`src/rtl/census_stream_ctrl_pkg.sv`:
```
// Shared constants for the census stereo front end: FSM encoding, sizing helper
// and the border-mask thresholds derived from window and disparity geometry.
package census_stream_ctrl_pkg;

    localparam logic [1:0] ST_IDLE   = 2'd0;
    localparam logic [1:0] ST_ACTIVE = 2'd1;
    localparam logic [1:0] ST_FLUSH  = 2'd2;
    localparam logic [1:0] ST_DONE   = 2'd3;

    localparam int LINE_LENGTH_DEF   = 640;
    localparam int NUM_LINES_DEF     = 480;
    localparam int WINDOW_WIDTH_DEF  = 20;
    localparam int WINDOW_HEIGHT_DEF = 20;
    localparam int MAX_DISPARITY_DEF = 40;

    // Minimum of 1 so that counters never collapse to zero width.
    function automatic int clog2(input int value);
        int r;
        r = 1;
        while ((1 << r) < value) r = r + 1;
        return r;
    endfunction

    // First column whose census window and full disparity history are both valid.
    function automatic int mask_x_min(input int win_w, input int max_disp);
        return win_w + max_disp - 2;
    endfunction

    function automatic int mask_y_min(input int win_h);
        return win_h - 1;
    endfunction

    localparam int MASK_X_MIN_DEF = mask_x_min(WINDOW_WIDTH_DEF, MAX_DISPARITY_DEF);
    localparam int MASK_Y_MIN_DEF = mask_y_min(WINDOW_HEIGHT_DEF);

endpackage

```
`src/rtl/census_stream_ctrl_delay_line.sv`:
```
// Fixed-depth shift register; used to align the "real pixel" flag with the
// datapath's disparity output.
module delay_line #(
    parameter int WIDTH = 1,
    parameter int DEPTH = 4
) (
    input  logic             clk,
    input  logic             rst_n,
    input  logic [WIDTH-1:0] d_i,
    output logic [WIDTH-1:0] q_o
);

    logic [DEPTH-1:0][WIDTH-1:0] pipe_q;

    always_ff @(posedge clk or negedge rst_n) begin
        if (!rst_n) begin
            pipe_q <= '0;
        end else begin
            pipe_q[0] <= d_i;
            for (int i = 1; i < DEPTH; i++) pipe_q[i] <= pipe_q[i-1];
        end
    end

    assign q_o = pipe_q[DEPTH-1];

endmodule

```
`src/rtl/census_stream_ctrl.sv`:
```
// Frame sequencer for the census stereo datapath: gap-free raster feed with zero
// padding, output realignment to raster coordinates and border masking.
module census_stream_ctrl
    import census_stream_ctrl_pkg::*;
#(
    parameter int LINE_LENGTH   = LINE_LENGTH_DEF,
    parameter int NUM_LINES     = NUM_LINES_DEF,
    parameter int WINDOW_WIDTH  = WINDOW_WIDTH_DEF,
    parameter int WINDOW_HEIGHT = WINDOW_HEIGHT_DEF,
    parameter int MAX_DISPARITY = MAX_DISPARITY_DEF,
    parameter int PIPE_LATENCY  = 4,
    parameter int DISP_BITS     = 6,
    localparam int XW = clog2(LINE_LENGTH),
    localparam int YW = clog2(NUM_LINES)
) (
    input  logic                 clk,
    input  logic                 rst,
    input  logic                 in_valid,
    output logic                 in_ready,
    input  logic                 in_sof,
    input  logic [7:0]           in_left,
    input  logic [7:0]           in_right,
    output logic [7:0]           dp_left,
    output logic [7:0]           dp_right,
    input  logic [DISP_BITS-1:0] dp_disp,
    output logic                 out_valid,
    output logic [DISP_BITS-1:0] out_disp,
    output logic                 out_mask,
    output logic [XW-1:0]        out_x,
    output logic [YW-1:0]        out_y,
    output logic                 out_sof,
    output logic                 out_eol,
    output logic                 busy,
    output logic                 frame_done,
    output logic                 err_underrun,
    output logic                 err_sof
);

    localparam int NPIX  = LINE_LENGTH * NUM_LINES;
    localparam int PW    = clog2(NPIX);
    localparam int FW    = clog2(PIPE_LATENCY + 1);
    localparam int X_MIN = mask_x_min(WINDOW_WIDTH, MAX_DISPARITY);
    localparam int Y_MIN = mask_y_min(WINDOW_HEIGHT);

    localparam logic [PW-1:0] PIX_LAST = PW'(NPIX - 1);
    localparam logic [FW-1:0] FL_LAST  = FW'(PIPE_LATENCY);
    localparam logic [XW-1:0] X_LAST   = XW'(LINE_LENGTH - 1);
    localparam logic [YW-1:0] Y_LAST   = YW'(NUM_LINES - 1);

    logic [1:0]    state_q, state_d;
    logic [PW-1:0] pix_q, pix_d;
    logic [FW-1:0] fl_q, fl_d;
    logic [7:0]    left_q, left_d, right_q, right_d;
    logic          real_q, real_d;
    logic          eu_q, eu_d, es_q, es_d;
    logic [XW-1:0] x_q;
    logic [YW-1:0] y_q;
    logic          done_q;
    logic          valid_al;

    always_comb begin
        state_d = state_q;
        pix_d   = pix_q;
        fl_d    = fl_q;
        left_d  = '0;
        right_d = '0;
        real_d  = 1'b0;
        eu_d    = eu_q;
        es_d    = es_q;
        case (state_q)
            ST_IDLE: begin
                // Non-sof beats are swallowed here so upstream never stalls.
                if (in_valid && in_sof) begin
                    left_d  = in_left;
                    right_d = in_right;
                    real_d  = 1'b1;
                    pix_d   = PW'(1);
                    eu_d    = 1'b0;
                    es_d    = 1'b0;
                    state_d = ST_ACTIVE;
                end
            end
            ST_ACTIVE: begin
                // The datapath has no enable: a slot is consumed every clock.
                real_d = 1'b1;
                if (in_valid) begin
                    left_d  = in_left;
                    right_d = in_right;
                    if (in_sof) es_d = 1'b1;
                end else begin
                    eu_d = 1'b1;
                end
                if (pix_q == PIX_LAST) begin
                    fl_d    = '0;
                    state_d = ST_FLUSH;
                end else begin
                    pix_d = pix_q + PW'(1);
                end
            end
            ST_FLUSH: begin
                if (fl_q == FL_LAST) state_d = ST_DONE;
                else                 fl_d    = fl_q + FW'(1);
            end
            ST_DONE: state_d = ST_IDLE;
            default: state_d = ST_IDLE;
        endcase
    end

    always_ff @(posedge clk or negedge rst) begin
        if (!rst) begin
            state_q <= ST_IDLE;
            pix_q   <= '0;
            fl_q    <= '0;
            left_q  <= '0;
            right_q <= '0;
            real_q  <= 1'b0;
            eu_q    <= 1'b0;
            es_q    <= 1'b0;
        end else begin
            state_q <= state_d;
            pix_q   <= pix_d;
            fl_q    <= fl_d;
            left_q  <= left_d;
            right_q <= right_d;
            real_q  <= real_d;
            eu_q    <= eu_d;
            es_q    <= es_d;
        end
    end

    // real_q lines up with dp_left; PIPE_LATENCY more stages line it up with dp_disp.
    delay_line #(
        .WIDTH (1),
        .DEPTH (PIPE_LATENCY)
    ) u_valid_dly (
        .clk   (clk),
        .rst_n (rst),
        .d_i   (real_q),
        .q_o   (valid_al)
    );

    always_ff @(posedge clk or negedge rst) begin
        if (!rst) begin
            x_q    <= '0;
            y_q    <= '0;
            done_q <= 1'b0;
        end else begin
            done_q <= valid_al && (x_q == X_LAST) && (y_q == Y_LAST);
            if (valid_al) begin
                if (x_q == X_LAST) begin
                    x_q <= '0;
                    y_q <= (y_q == Y_LAST) ? '0 : y_q + YW'(1);
                end else begin
                    x_q <= x_q + XW'(1);
                end
            end
        end
    end

    assign in_ready     = (state_q == ST_IDLE) || (state_q == ST_ACTIVE);
    assign busy         = (state_q != ST_IDLE);
    assign dp_left      = left_q;
    assign dp_right     = right_q;
    assign out_valid    = valid_al;
    assign out_x        = x_q;
    assign out_y        = y_q;
    assign out_sof      = valid_al && (x_q == '0) && (y_q == '0);
    assign out_eol      = valid_al && (x_q == X_LAST);
    assign out_mask     = valid_al && (int'(y_q) >= Y_MIN) && (int'(x_q) >= X_MIN);
    assign out_disp     = out_mask ? dp_disp : '0;
    assign frame_done   = done_q;
    assign err_underrun = eu_q;
    assign err_sof      = es_q;

endmodule

```
`config.mk`:
```
export PLATFORM = sky130hd
export DESIGN_NAME = census_stream_ctrl
export DESIGN_NICKNAME = d
export VERILOG_FILES = /design/src/rtl/census_stream_ctrl_pkg.sv /design/src/rtl/census_stream_ctrl_delay_line.sv /design/src/rtl/census_stream_ctrl.sv
export SDC_FILE = /design/constraint.sdc
export NUM_CORES = 1
export LEC_CHECK = 0
export CAP_MARGIN = 10
export CORE_UTILIZATION = 52
export CTS_BUF_LIST = sky130_fd_sc_hd__clkbuf_4 sky130_fd_sc_hd__clkbuf_8
export DETAILED_ROUTE_END_ITERATION = 12
export GPL_TIMING_DRIVEN = 1
export PLACE_DENSITY = 0.82
export REMOVE_ABC_BUFFERS = 1
export SETUP_SLACK_MARGIN = 0.05
export SLEW_MARGIN = 10
export SYNTH_ARGS = -nofsm -noshare
export SYNTH_HDL_FRONTEND = slang
export SYNTH_SLANG_ARGS = --single-unit
```
`constraint.sdc`:
```
create_clock -name clk -period 2.7 [get_ports clk]
set_clock_uncertainty 0.2 [all_clocks]
set_input_delay 0.405 -clock clk [delete_from_list [all_inputs] [get_ports clk]]
set_output_delay 0.405 -clock clk [all_outputs]
set_load 0.02 [all_outputs]
```
# Word-level counts from Yosys, hierarchy flattened

Index checks and enable logic that the tools add are counted.

Word-level logic and storage cells: 83
Flip-flop bits (word level): 67
Output and inout port bits: 50
Input port bits: 26

Magnitude comparators: 2
Equal/unequal tests: 15
Muxes and demuxes: 27
Add/sub/neg operators: 4
Reductions and logical operators: 20

Operators by type and width:

| cell                                                                                  | count |
|---|---|
| 19-bit 2-to-1 mux                                                                     | 2 |
| 19-bit one-hot mux with 2 select lines                                                | 1 |
| 8-bit 2-to-1 mux                                                                      | 4 |
| 8-bit one-hot mux with 2 select lines                                                 | 2 |
| 19-bit by 1-bit adder with 19-bit output (second input constant)                      | 1 |
| 19-bit equality test (second input constant)                                          | 1 |
| 2-bit inequality test (second input constant)                                         | 8 |
| 3-bit AND reduction                                                                   | 4 |
| 10-bit by 1-bit adder with 10-bit output (second input constant)                      | 1 |
| 10-bit equality test (second input constant)                                          | 1 |
| 10-bit by 6-bit greater-or-equal comparator with 1-bit output (second input constant) | 1 |
| 10-bit zero test                                                                      | 1 |
| 10-bit 2-to-1 mux                                                                     | 1 |
| 9-bit by 1-bit adder with 9-bit output (second input constant)                        | 1 |
| 9-bit equality test (second input constant)                                           | 1 |
| 9-bit by 5-bit greater-or-equal comparator with 1-bit output (second input constant)  | 1 |
| 9-bit zero test                                                                       | 1 |
| 9-bit 2-to-1 mux                                                                      | 1 |
| 2-bit one-hot mux with 4 select lines                                                 | 1 |
| 1-bit logical AND                                                                     | 7 |
| 2-bit 2-to-1 mux                                                                      | 3 |
| 3-bit 2-to-1 mux                                                                      | 2 |
| 6-bit 2-to-1 mux                                                                      | 1 |
| 1-bit one-hot mux with 2 select lines                                                 | 3 |
| other kinds (11)                                                                      | 18 |

# Depth between registers and ports, before layout

Gate-level depths: netlist (run 1).

Depth in word-level cells: 4
Depth in mapped cells: 9
Gate-level depth less buffers: 7

# Cells and area by module

From an unflattened synthesis (run 1), not the netlist that was laid out.

Cells, all modules: 329
Area total of the unflattened synthesis: 3319.4 um2

By module, submodules not included:

| module             | seq. area each (um2) | times used | cells an instance | area an instance (um2) |
|---|---|---|---|---|
| census_stream_ctrl | 1576.5               | 1          | 325               | 3219.3 |
| delay_line         | 100.1                | 1          | 4                 | 100.1 |

# Worst setup path after synthesis (run 1)

Ideal clock, no wire load.

Path kind: register -> output
Start: register y_q[1] (netlist: out_y[1])
End: output port out_disp[0]
Buffers on the path: 0
Arrival: 2140 ps
Stages on the path, launching flop included: 6
Data required time: 2095 ps
Path slack: -45 ps
Path through: dfrtp_1 -> ha_1 -> nor2b_1 -> o41ai_1 -> a221oi_1 -> and2_1

Word-level cells in the longest chain between the ends: 4

Ends and longest elaborated chain:

| element                                                      | RTL line                  | text |
|---|---|---|
| start, declared                                              | census_stream_ctrl.sv:57  | `logic [YW-1:0] y_q;` |
| start signal, assigned                                       | census_stream_ctrl.sv:152 | `y_q <= (y_q == Y_LAST) ? '0 : y_q + YW'(1);` |
| 9-bit by 5-bit greater-or-equal comparator with 1-bit output | census_stream_ctrl.sv:169 | `assign out_mask = valid_al && (int'(y_q) >= Y_MIN) && (int'(x_q) >= X_MIN);` |
| 1-bit logical AND (2 in a row)                               | census_stream_ctrl.sv:169 |  |
| via out_mask                                                 | census_stream_ctrl.sv:28  | `output logic out_mask,` |
| 6-bit 2-to-1 mux                                             | census_stream_ctrl.sv:170 | `assign out_disp = out_mask ? dp_disp : '0;` |
| end, declared                                                | census_stream_ctrl.sv:27  | `output logic [DISP_BITS-1:0] out_disp,` |

The timed path passes the listed nets, and every way through them passes these cells.

# Worst setup path in the final report (run 1)

Start: register y_q[0] (netlist: out_y[0])
End: output port out_sof

Word-level cells in the longest chain between the ends: 2

Ends and longest elaborated chain:

| element           | RTL line                  | text |
|---|---|---|
| 9-bit zero test   | census_stream_ctrl.sv:167 | `assign out_sof = valid_al && (x_q == '0) && (y_q == '0);` |
| 1-bit logical AND | census_stream_ctrl.sv:167 |  |
| end, declared     | census_stream_ctrl.sv:31  | `output logic out_sof,` |

No other way between the ends.

==> flow_summary.toml, run 1 <==
[global_route]
grt_pass1_wl_mm = 12.10
grt_overflow_total = 0
first_global_vias = 2794
grt_max_degree = 37
antenna_violations_before_repair = 0
global_route.usage.total = 0.2423

[synthesis]
syn_area_sq_mm = 0.003319
ys_seq_elements = 67
synth_xor_area_frac = 0.03694
post-synth-top-area-fraction = 0.5051
yosys_warnings = 0
post_synth_and_or_nand_nor_area_fraction = 0.2394
top_reg_cell_synth = "sky130_fd_sc_hd__dfrtp_1"
postSynthCellCount = 329
compound_gate_fraction_of_synth_area = 0.1259
synth_edf_count = 0
synth_top_family_by_area = "simple AND/OR/NAND/NOR gates"
largest_cells_by_area_after_synthesis = "sky130_fd_sc_hd__dfrtp_1, sky130_fd_sc_hd__and2_1, sky130_fd_sc_hd__ha_1, sky130_fd_sc_hd__nand2_1, sky130_fd_sc_hd__nand3_1"
synth_mux_area_frac = 0.01244
ys_seq_area_frac = 0.5051
ys_async_sr_fraction = 1.000
post-synth-top-area-cell = "sky130_fd_sc_hd__dfrtp_1"
post_synth_num_cell_types = 58
average_size_of_a_mapped_cell_sq_um = 10.09
synth-adder-area-share = 0.04146

[drt]
route.detailed.drc = 0
vias_per_cell = 5.670
routed_len_inst_um = 14.77
drt_wl_total_mm = 7.475
drt_pass1_iterations = 4
detail-route-antenna-nets = 0
routed-via-count = 2869
drtIter0Drc = 145

[layout]
fin_area_sq_mm = 0.004486
final_nets = 463
layout-drive-gt1-share = 0.1485
fin_util = 0.7444
area_growth_pct = 35.13
insertedDiodeCount = 0

[clock_network]
numClockSinks = 67
cts_buffer_depth = 2
cts.clk_slew.worst_paths_ps = 70
clk_root_buffer_cell = "sky130_fd_sc_hd__clkbuf_8"
clock_tree_from_tritoncts = "built"
clock_latency_ps = 330
cts_made_buffers = 9
htreeDepth = 3

[sta]
fin_worst_hold_slack_ps = 151.3
maxSlewViolCount = 0
finalSetupViolations = 0
timing.max_slew.rel_slack = 0.4630
timing.final.crit_share = 0.9526
worst_slew_pin_tran_ps = 805.5
postLayoutSetupSlackWorst_ps = 128.1
finalHoldViolations = 0
highest_clock_rate_mhz = 388.8
finalWorstPathRequiredPeriod_ps = 2572
grt_setup_unrepaired = "no"

[power]
p_sw_frac = 0.3743
report.power.total_mw = 3.536
cellPowerDensity_mw_per_mm2 = 788.2
comb_power_share = 0.412
pwr-share-clk = 0.207
power.share.sequential = 0.381
switching_power_mw = 1.323
cell_internal_power_mw = 2.212
ir_worst_vdd_v = 0.0006198
total_leakage_power_nw = 1.989

[placed_design]
numPortBuffers = 75
dpl_cell_area_sq_mm = 0.004234
hpwl_mm = 5.342
place_ws_ps = -102.0
gp_congestion = 0.8648

[die]
core_area_sq_mm = 0.006026
floorplan.initialDensity = 0.5509
die-area_sq_mm = 0.006707
dieHeight_um = 81.90
die_width_um = 81.90
rows = 28
num_io_pins = 76

[worst_setup_path]
worstPathArrival_ps = 1970
timing.critical_path.cells = "inv_1, ha_1, or4b_2, nor4_4, buf_4"
timing.setup.critical_path_class = "flip-flop to primary output"
timing.critical_path.slowest_cell_delay_ps = 630
timing.critical_path.to_type = "primary output"
timing.critical_path.required_ps = 2100
worst_setup_path_start_kind = "flip-flop"
critPathMaxFanout = 4
critical_path.slowest_cell = "sky130_fd_sc_hd__or4b_2"

[run_status]
status = "completed"

[run]
maxCapViolations = 0

[min_path]
holdCritPathClass = "flip-flop to flip-flop"
## cell families after synthesis
kind of cell | after synthesis
buffers and inverters | 27
flip-flops | 67
XOR/XNOR | 14
AND/OR/NAND/NOR | 144
AO/OA/AOI/OAI | 62
multiplexers | 4
adder cells (fa/ha/maj) | 11
## critical path, delay by kind of cell (launching register included)
family                     cells  cell delay (ps)
adders and majority gates      1              150
buffers and inverters          2              310
DFF                            1              400
and+or+nand+nor                2              780
## synthesized netlist by cell type, types with 2 or more instances
cell and instances:
sky130_fd_sc_hd__and4_1 2, sky130_fd_sc_hd__o221ai_1 3, sky130_fd_sc_hd__nor3b_1 2, sky130_fd_sc_hd__nor4_1 6, sky130_fd_sc_hd__buf_6 2, sky130_fd_sc_hd__and3_1 8, sky130_fd_sc_hd__nand4_1 9, sky130_fd_sc_hd__a21boi_0 2
sky130_fd_sc_hd__o21ai_0 14, sky130_fd_sc_hd__nand3b_1 3, sky130_fd_sc_hd__a22o_2 2, sky130_fd_sc_hd__nor2_1 15, sky130_fd_sc_hd__a211oi_1 2, sky130_fd_sc_hd__ha_1 11, sky130_fd_sc_hd__and2_1 25, sky130_fd_sc_hd__a21oi_1 16
sky130_fd_sc_hd__nand2_1 33, sky130_fd_sc_hd__clkbuf_1 7, sky130_fd_sc_hd__mux2i_1 3, sky130_fd_sc_hd__a31oi_1 5, sky130_fd_sc_hd__nor3_1 7, sky130_fd_sc_hd__xor2_1 6, sky130_fd_sc_hd__dfrtp_1 67, sky130_fd_sc_hd__nand3_1 21
sky130_fd_sc_hd__nor2b_1 2, sky130_fd_sc_hd__inv_1 15, sky130_fd_sc_hd__o22ai_1 3, sky130_fd_sc_hd__xnor2_1 8
## per-stage QoR
| step | TNS, ps | std cells |
|---|---|---|
| after floorplan | -268.2 | 317 |
| after global placement | 0 | 485 |
| after detailed placement | -545.2 | 485 |
| after CTS | 0 | 503 |
| after global routing | 0 | 506 |
| final | 0 | 506 |
## sequential cells by signal, indices dropped and copies added, names as in the netlist, 2 cells and up
name and flops:
out_x 10, dp_left 8, out_y 9, u_valid_dly.pipe_q 3, state_q 2, dp_right 8
fl_q 3, pix_q 19
## per-layer routing
layer / wire length (um) / GRT usage / up-vias
li1: - / - / 1373
met4: 112 / 0.1105 / 0
met1: 3106 / 0.2786 / 1379
met3: 544 / 0.07778 / 10
met2: 3711 / 0.4091 / 107
met5: 0 / 0 / -
## power groups by stage
stage	Sequential, mW	Clock (mW)	Combinational, mW
2_1_floorplan	1.49	0	0.641
3_3_place_gp	1.35	0	1.36
3_5_place_dp	1.36	0	1.40
4_1_cts	1.34	0.763	1.42
5_1_grt	1.37	0.800	1.59
6_report	1.35	0.733	1.46
## layout by cell type, fill, tap and decap left out, types with 2 or more instances in the layout
master,n
sky130_fd_sc_hd__dfrtp_1,67
sky130_fd_sc_hd__clkdlybuf4s50_1,65
sky130_fd_sc_hd__nand2_1,33
sky130_fd_sc_hd__and2_1,25
sky130_fd_sc_hd__buf_4,22
sky130_fd_sc_hd__nand3_1,21
sky130_fd_sc_hd__a21oi_1,16
sky130_fd_sc_hd__inv_1,15
sky130_fd_sc_hd__nor2_1,15
sky130_fd_sc_hd__o21ai_0,14
sky130_fd_sc_hd__clkbuf_8,10
sky130_fd_sc_hd__nand4_1,9
sky130_fd_sc_hd__ha_1,9
sky130_fd_sc_hd__and3_1,8
sky130_fd_sc_hd__xnor2_1,8
sky130_fd_sc_hd__nor3_1,7
sky130_fd_sc_hd__xor2_1,6
sky130_fd_sc_hd__a31oi_1,5
sky130_fd_sc_hd__nor4_1,4
sky130_fd_sc_hd__mux2i_1,3
sky130_fd_sc_hd__o22ai_1,3
sky130_fd_sc_hd__nand3b_1,3
sky130_fd_sc_hd__o221ai_1,3
sky130_fd_sc_hd__clkinv_2,3
sky130_fd_sc_hd__clkinv_4,3
sky130_fd_sc_hd__buf_2,3
sky130_fd_sc_hd__buf_6,3
sky130_fd_sc_hd__a21boi_0,2
sky130_fd_sc_hd__nor4_4,2
sky130_fd_sc_hd__and4_1,2
sky130_fd_sc_hd__a211oi_1,2
sky130_fd_sc_hd__a22o_2,2
sky130_fd_sc_hd__nor3b_1,2
sky130_fd_sc_hd__ha_2,2
## cell type report
| type | count | area [sq um] |
|---|---|---|
| clock inverters | 6 | 41.29 |
| fillers | 447 | 1540 |
| multi-input cells | 235 | 1562 |
| flip-flops and latches | 67 | 1677 |
| clock buffers | 10 | 137.6 |
| inverters | 15 | 56.30 |
| repair buffers | 98 | 918.4 |
| well taps | 75 | 93.84 |
## final timing paths
check	start	to	slack [ps]	cells past startpoint
min in group asynchronous	rst	frame_done	500	2
min	u_valid_dly.pipe_q[1]	u_valid_dly.pipe_q[2]	150	0
max in group asynchronous	rst	err_underrun	1160	3
min reg2reg	u_valid_dly.pipe_q[1]	u_valid_dly.pipe_q[2]	150	0
max reg2reg	pix_q[0]	pix_q[8]	190	7
max	out_y[0]	out_sof	130	5
## what timing repair did
action | CTS | global route
pin swaps | 1 | 2
endpoints found under the hold margin | 35 | 0
hold buffers | 1 | 0
setup buffers | 1 | 3
endpoints found under the setup margin | 9 | 18
gates resized for setup | 23 | 24
No activity file was read; power rests on OpenSTA's default activity.
==> inputs of run 2 (changes only) <==
--- a/config.mk
+++ b/config.mk
@@ -6,11 +6,11 @@
 export NUM_CORES = 1
 export LEC_CHECK = 0
 export CAP_MARGIN = 10
-export CORE_UTILIZATION = 52
+export CORE_UTILIZATION = 47
 export CTS_BUF_LIST = sky130_fd_sc_hd__clkbuf_4 sky130_fd_sc_hd__clkbuf_8
 export DETAILED_ROUTE_END_ITERATION = 12
 export GPL_TIMING_DRIVEN = 1
-export PLACE_DENSITY = 0.82
+export PLACE_DENSITY = 0.79
 export REMOVE_ABC_BUFFERS = 1
 export SETUP_SLACK_MARGIN = 0.05
 export SLEW_MARGIN = 10
==> constraint.sdc (replaced) <==
create_clock -name clk -period 2.1 [get_ports clk]
set_clock_uncertainty 0.2 [all_clocks]
set_input_delay 0.315 -clock clk [delete_from_list [all_inputs] [get_ports clk]]
set_output_delay 0.315 -clock clk [all_outputs]
set_load 0.02 [all_outputs]
==> flow_summary.toml, run 2 (same netlist as run 1, synthesis figures left out) <==
[worst_setup_path]
worstPathArrival_ps = 1910
r2r_end = "fl_q[1]"
timing.critical_path.required_ps = 1580
timing.critical_path.cells = "ha_2, nor2b_4, o41ai_2, a221oi_1, buf_4, and2_4, buf_6"
worst_setup_path_start_kind = "flip-flop"
critical_path.slowest_cell = "sky130_fd_sc_hd__dfrtp_1"
ff_to_ff_start = "pix_q[1]"
timing.setup.critical_path_class = "flip-flop to primary output"
ff2ff_path_depth = 10
flop_to_flop_setup_slack_ps = -110
timing.critical_path.to_type = "primary output"
timing.critical_path.slowest_cell_delay_ps = 420
critPathMaxFanout = 7

[layout]
layout.cells.most_common_list = "sky130_fd_sc_hd__buf_4, sky130_fd_sc_hd__dfrtp_1, sky130_fd_sc_hd__clkdlybuf4s50_1, sky130_fd_sc_hd__nand2_1, sky130_fd_sc_hd__buf_6"
final_nets = 544
mostFrequentLayoutCell = "sky130_fd_sc_hd__buf_4"
largest_register = "pix_q"
insertedDiodeCount = 0
number_of_flip_flops_in_the_largest_register = 19
area_growth_pct = 66.23
layout-drive-gt1-share = 0.3926

[global_route]
global_route.usage.total = 0.2642
grt_max_degree = 45
antenna_violations_before_repair = 0
grt_overflow_total = 0
grt_pass1_wl_mm = 15.07
first_global_vias = 3187

[placed_design]
numPortBuffers = 75
gp_congestion = 0.8534
hpwl_mm = 6.055

[min_path]
worstHoldStart = "real_q"
timing.hold.worst_path_depth = 0
holdPathEnd = "u_valid_dly.pipe_q[0]"
holdCritPathClass = "flip-flop to flip-flop"

[clock_network]
numClockSinks = 67
htreeDepth = 3
cts_buffer_depth = 2
cts.clk_slew.worst_paths_ps = 80
clk_root_buffer_cell = "sky130_fd_sc_hd__clkbuf_8"
clock_latency_ps = 360
cts_made_buffers = 9
clock_tree_from_tritoncts = "built"

[die]
floorplan.initialDensity = 0.4886
num_io_pins = 76
die-area_sq_mm = 0.007403
dieHeight_um = 86.04
core_area_sq_mm = 0.006794
die_width_um = 86.04
rows = 30

[drt]
detail-route-antenna-nets = 0
routed-via-count = 3489
drt_wl_total_mm = 11.57
vias_per_cell = 5.738
routed_len_inst_um = 19.02
drt_pass1_iterations = 5
route.detailed.drc = 0
drtIter0Drc = 307

[power]
report.power.total_mw = 5.631
comb_power_share = 0.510
cell_internal_power_mw = 3.388
total_leakage_power_nw = 2.564
pwr-share-clk = 0.184
p_sw_frac = 0.3984
switching_power_mw = 2.244
power.share.sequential = 0.307
cellPowerDensity_mw_per_mm2 = 1021
ir_worst_vdd_v = 0.0006125

[sta]
finalWorstPathRequiredPeriod_ps = 2428
finalHoldViolations = 0
maxSlewViolCount = 0
postLayoutSetupSlackWorst_ps = -328.5
grt_setup_unrepaired = "yes"
timing.final.crit_share = 1.156
fin_worst_hold_slack_ps = 164.3
timing.max_slew.rel_slack = 0.6194
worst_slew_pin_tran_ps = 570.9
finalSetupViolations = 24
highest_clock_rate_mhz = 411.8

[run]
maxCapViolations = 0

[run_status]
failing_checks = "setup timing"
status = "complete, but fails checks"
## run 2: cell types whose count changed in the layout (fill, tap and decap cells not counted), sizes merged
| cell | change |
|---|---|
| clkbuf | +1 |
| buf | +86 |
| clkinv | -4 |
| dlymetal6s2s | +5 |
| clkinvlp | +2 |
| clkdlybuf4s50 | -9 |
## run 2: critical path, delay by kind of cell (launching register included)
family,cells,cell delay (ps)
AOI/OAI and AO/OA,2,340
adders and majority gates,1,210
buffers and inverters,2,300
DFF,1,420
and+or+nand+nor,2,290
## run 2: what timing repair did
item / in CTS / in global routing
gates cloned: 2 / 0
hold endpoints to repair: 23 / 0
gates resized for setup: 117 / 58
pin swaps: 16 / 26
endpoints found under the setup margin: 39 / 44
hold buffers: 1 / 0
setup buffers: 11 / 14
## run 2: power by group through the flow
stage	clock (mW)	combinational (mW)	sequential, mW
floorplan	0	0.824	1.92
global placement	0	2.04	1.69
detailed placement	0	2.11	1.71
CTS	1.01	2.43	1.68
global route	1.11	3.03	1.75
finish	1.04	2.87	1.73
## run 2: per-stage QoR
stage,std cells,TNS (ps),area (sq um),worst slack [ps],utilization
CTS,596,-2190,5211,-277.1,0.7670
detailed placement,567,-5624,4718,-474.5,0.6945
floorplan,317,-13620,3247,-554.7,-
global placement,567,-4218,4718,-412.3,0.6945
global route,608,-4983,5518,-392.1,0.8122
finish,608,-3318,5518,-328.5,0.8122
## run 2: how the worst max path moves through the flow
stage / slack, ps / depth (start not counted) / endpoint / startpoint
finish: -330 / 7 / out_disp[4] / out_y[1]
global route: -390 / 8 / out_sof / out_x[1]
CTS: -280 / 5 / out_sof / out_y[0]
detailed placement: -470 / 5 / out_sof / out_y[1]
global placement: -410 / 5 / out_sof / out_y[0]
floorplan: -550 / 5 / out_disp[0] / out_y[1]
## run 2: metal layers
layer  routed length (um)  track usage  up-vias
li1                     -            -     1539
met1                 4542       0.3168     1734
met2                 5986       0.4639      167
met3                  607      0.04331       49
met4                  429       0.1212        0
met5                    0            0        -
## run 2: area by class of cell
| type | instances | area (sq um) |
|---|---|---|
| Fill cell | 345 | 1276 |
| Timing Repair Buffer | 179 | 1635 |
| Clock buffer | 12 | 158.9 |
| Clock inverter | 4 | 25.02 |
| Sequential cell | 67 | 1677 |
| Inverter | 15 | 56.30 |
| Multi-Input combinational cell | 235 | 1846 |
| Tap cell | 96 | 120.1 |
